## src/rtl/data_memory_loader.sv

```systemverilog
// Streams a 64x64 search frame, then a 4x4 reference window, into data memory via one write port.
// Optional `define DATA_MEMORY_LOADER_CHECKSUM_EN adds a 16-bit running sum of accepted pixels.
module data_memory_loader #(
  parameter int PIX_W       = 9,
  parameter int ADDR_W      = 13,
  parameter int FRAME_W     = 64,
  parameter int FRAME_H     = 64,
  parameter int WIN_PIX     = 16,
  parameter int FRAME_BASE  = 4,
  parameter int WINDOW_BASE = 4100
) (
  input  logic              Clk,
  input  logic              Reset,
  input  logic              start,
  input  logic              in_valid,
  input  logic [PIX_W-1:0]  in_data,
  output logic              in_ready,
  output logic              mem_wr_en,
  output logic [ADDR_W-1:0] mem_wr_addr,
  output logic [PIX_W-1:0]  mem_wr_data,
  output logic              busy,
  output logic              done
`ifdef DATA_MEMORY_LOADER_CHECKSUM_EN
  ,
  output logic [15:0]       checksum
`endif
);

  // state       | meaning
  // S_IDLE      | waiting for start, stream not accepted
  // S_LOAD_FRAME| writing frame pixels at FRAME_BASE+cnt
  // S_LOAD_WIN  | writing window pixels at WINDOW_BASE+cnt
  // S_DONE      | one cycle before returning to idle; done follows a cycle later
  typedef enum logic [1:0] {S_IDLE, S_LOAD_FRAME, S_LOAD_WIN, S_DONE} state_t;

  localparam logic [11:0]       FRAME_LAST = 12'(FRAME_W * FRAME_H - 1);
  localparam logic [11:0]       WIN_LAST   = 12'(WIN_PIX - 1);
  localparam logic [ADDR_W-1:0] FB         = ADDR_W'(FRAME_BASE);
  localparam logic [ADDR_W-1:0] WB         = ADDR_W'(WINDOW_BASE);

  state_t            state, state_nxt;
  logic [11:0]       cnt, cnt_nxt;
  logic [ADDR_W-1:0] wr_addr_nxt;
  logic              accept;

  always_comb begin
    state_nxt   = state;
    cnt_nxt     = cnt;
    in_ready    = 1'b0;
    busy        = 1'b0;
    wr_addr_nxt = FB + ADDR_W'(cnt);
    case (state)
      S_IDLE: begin
        if (start) begin
          state_nxt = S_LOAD_FRAME;
          cnt_nxt   = '0;
        end
      end
      S_LOAD_FRAME: begin
        in_ready = 1'b1;
        busy     = 1'b1;
        if (in_valid) begin
          if (cnt == FRAME_LAST) begin
            state_nxt = S_LOAD_WIN;
            cnt_nxt   = '0;
          end else begin
            cnt_nxt = cnt + 12'd1;
          end
        end
      end
      S_LOAD_WIN: begin
        in_ready    = 1'b1;
        busy        = 1'b1;
        wr_addr_nxt = WB + ADDR_W'(cnt);
        if (in_valid) begin
          cnt_nxt = cnt + 12'd1;
          if (cnt == WIN_LAST) state_nxt = S_DONE;
        end
      end
      S_DONE:  state_nxt = S_IDLE;
      default: state_nxt = S_IDLE;
    endcase
  end

  assign accept = in_valid & in_ready;

  always_ff @(posedge Clk) begin
    if (Reset) begin
      state       <= S_IDLE;
      cnt         <= '0;
      mem_wr_en   <= 1'b0;
      mem_wr_addr <= '0;
      mem_wr_data <= '0;
      done        <= 1'b0;
    end else begin
      state     <= state_nxt;
      cnt       <= cnt_nxt;
      mem_wr_en <= accept;
      done      <= (state == S_DONE);
      if (accept) begin
        mem_wr_addr <= wr_addr_nxt;
        mem_wr_data <= in_data;
      end
    end
  end

`ifdef DATA_MEMORY_LOADER_CHECKSUM_EN
  // Holds after the last beat because nothing is accepted again until the next start.
  always_ff @(posedge Clk) begin
    if (Reset)                         checksum <= '0;
    else if (state == S_IDLE && start) checksum <= '0;
    else if (accept)                   checksum <= checksum + 16'(in_data);
  end
`endif

endmodule

```

## config.mk

```make
export PLATFORM = sky130hd
export DESIGN_NAME = data_memory_loader
export DESIGN_NICKNAME = d
export VERILOG_FILES = /design/src/rtl/data_memory_loader.sv
export SDC_FILE = /design/constraint.sdc
export NUM_CORES = 1
export LEC_CHECK = 0
export ABC_AREA = 1
export CAP_MARGIN = 25
export CORE_MARGIN = 8
export CORE_UTILIZATION = 30
export DETAILED_ROUTE_END_ITERATION = 10
export PLACE_DENSITY = 0.63
export SLEW_MARGIN = 20
export SYNTH_ARGS = -nofsm -noshare
export SYNTH_HDL_FRONTEND = slang
export SYNTH_SLANG_ARGS = --single-unit
```

## constraint.sdc

```tcl
create_clock -name Clk -period 2.4 [get_ports Clk]
set_clock_uncertainty 0.15 [all_clocks]
set_input_delay 0.48 -clock Clk [delete_from_list [all_inputs] [get_ports Clk]]
set_output_delay 0.48 -clock Clk [all_outputs]
set_load 0.01 [all_outputs]
```

==> impl_metrics.toml <==
[global_routing]
antenna_found_initial = 0
grt_overflow = 0
grt_usage_pct = 11.0
grt_pass1_vias = 1727
grt_max_degree = 29
grt_first_pass_wirelength_um = 8020

[cts]
cts.path.max_buffers = 2
htreeDepth = 2
post_cts_resized = 2
cts_setup_buffers = 0
cts_buffers = 5
path_clk_slew_ps = 80
cts.sinks = 38
cts-root-buf = "clkbuf_8"
hold_buffers = 0
clk-insertion-delay-late_ps = 290
tritoncts = "done"

[yosys]
synth_warnings = 0
synthMostInstantiatedCell = "nor2_1"
synth_async_sr_flop_share_pct = 0
synth_cell_types = 24
yosys.area.top_type = "dfxtp_1"
synth_cells = 280
seq_area_frac_synth_pct = 39.2
synth_enable_flop_cells = 0
synth_common_cells = "nor2_1 (58), nand2_1 (45), dfxtp_1 (38)"
syn_area_um2 = 1940
synth_nets = 301
synth_top_area_share_pct = 39.2
ys.flop_type = "dfxtp_1"
synth_area_leaders = "dfxtp_1 (39%), nor2_1 (11%), nand2_1 (8.7%), nand3_1 (7.2%), o21ai_0 (5.9%)"
synth_area_per_cell_um2 = 6.93
synth-seq-cells = 38

[place]
gp_congestion = 0.846
portBuffers = 38
place_area_um2 = 2390
numPlacedInstances = 388
dp.final_hpwl_um = 3430

[setup_path]
cp_max_fo = 6
r2r_cells = 6
cp.depth = 3
cp.arrival_ps = 1660
crit_path_end_kind = "primary output"
critical_path.top_delay_family = "buffers and inverters"
max_stage_delay_ps = 550
slowest_stage = "clkdlybuf4s50_1"
start_kind = "flop"
worstPathCellList = "inv_1 -> ha_4 -> clkdlybuf4s50_1"
cp.buffers_inverters = 2
required_ps = 1770
criticalPathCategory = "flop to primary output"

[die]
die_w_um = 96.4
io_pins = 39
core_area_um2 = 6310
die_y_um = 96.4
floorplan.initialDensity_pct = 30.7
fp-row-count = 29
fp.dieArea_um2 = 9300

[pwr]
peakVddDrop_mv = 0.567
power_leakage_nw = 1.05
pwr_density_cell_nw_per_um2 = 967

[sta]
fmax_mhz = 438
holdWs_ps = 333
setup_viol = 0
relSlewSlack_pct = 68.7
hold_viol_final = 0
slew_violations = 0
post-route-min-period_ps = 2290
finalSetupTns_ps = 0
tightest_slew_ps = 469
fin_crit_sh_pct = 95.2
rsz0062_at_grt = "false"

[drt]
wl_met3_um = 354
routed_via_density = 4.54
route.detailed.drc = 0
met1_length_um = 2230
dr.pass1.iters = 5
ant_nets = 0
wl_met2_um = 1970
drt-initial-drc-count = 83
drt_wl_total_um = 4660
vias = 1793
routed.top_layer = "met4"
wl_per_cell_um = 11.8

[layout]
drive_gt1_share_pct = 8.18
diodes = 0
fin_cells = 395
regArea_um2 = 763
n_fill_cell = 684
multi_input_area_um2 = 1010
syn_to_final_growth_pct = 28.1
design_area_um2 = 2490
layout.nets = 339

[hold_path]
hp-class = "flop to flop"
worstHoldPathCells = 2

[run_status]
outcome = "complete, no violations"

[flow_run]
max_cap_viol_count = 0
[cells in the final DEF, fill, tap and decap left out]
master	count
buf_4	4
ha_1	7
inv_2	2
nand2_4	1
nand3_1	28
nand2_1	45
clkinv_2	2
o21bai_1	1
ha_4	1
dfxtp_2	2
dfxtp_1	36
clkbuf_8	5
a21oi_1	13
nor3_1	3
xnor2_1	1
o211ai_1	1
inv_1	30
clkdlybuf4s50_1	37
dlymetal6s2s_1	1
xor2_1	6
nor3_2	1
a21oi_4	1
nor2_1	58
nand4_1	2
o21ai_0	23
nor2_4	2
nor2_2	3
nand2_2	2
[metrics by stage]
stage | power, W | worst slack [ps] | utilization [%]
finish | 0.00241 | 114 | 39.4
detailed placement | 0.00199 | 251 | 37.9
floorplan | 0.00151 | 579 | -
global route | 0.00261 | 60.6 | 39.4
CTS | 0.00244 | 53.7 | 39.3
global placement | 0.00198 | 281 | 37.9
[path summary, 6_finish.rpt]
| path | from | to | slack (ps) |
|---|---|---|---|
| worst max register to register | state[0] | cnt[4] | 530 |
| worst min register to register | mem_wr_data[1] | mem_wr_data[1] | 330 |
| worst max-delay path | state[0] | busy | 110 |
| worst min-delay path | mem_wr_data[1] | mem_wr_data[1] | 330 |
[tightest hold or removal path, stage by stage (launching register included)]
cell	delay [ps]
dfxtp_1	330
nor2_1	50
nor2_1	80
[flip-flops by register name (all words and copies together), names as in the netlist]
name / flops
cnt: 12
mem_wr_addr: 13
mem_wr_en: 1
mem_wr_data: 9
state: 2
done: 1
[cell families (layout without fill, tap and decap cells)]
| kind of cell | Yosys count | after routing | share of synthesized area [%] |
|---|---|---|---|
| and+or+nand+nor | 145 | 145 | 32.4 |
| buffers and inverters | 43 | 81 | 9.16 |
| AOI/OAI and AO/OA | 39 | 39 | 10.9 |
| DFF | 38 | 38 | 39.2 |
| adders and majority gates | 8 | 8 | 5.16 |
| xor gates and xnor gates | 7 | 7 | 3.16 |
[cell type report]
class,instances,share of cell area [%]
sequential,38,30.7
inverter,32,4.83
tap,77,3.88
timing repair buffer,42,16.6
clock buffer,5,2.77
clock inverter,2,0.403
multi-input combinational,199,40.8
[power by group]
part           total (W)  leakage [nW]  internal (W)  switching, W
logic            0.00111         0.695      0.000512      0.000596
clock network   0.000418        0.0438      0.000195      0.000223
registers       0.000879         0.311      0.000796     0.0000825
total            0.00241          1.05       0.00150      0.000902
[per-layer routing]
layer  track usage [%]  up-vias
li1                  -      954
met1              13.9      775
met2              16.9       53
met3              2.94       11
met4              5.80        0
met5                 0        -
No activity file was read; power rests on OpenSTA's default activity.
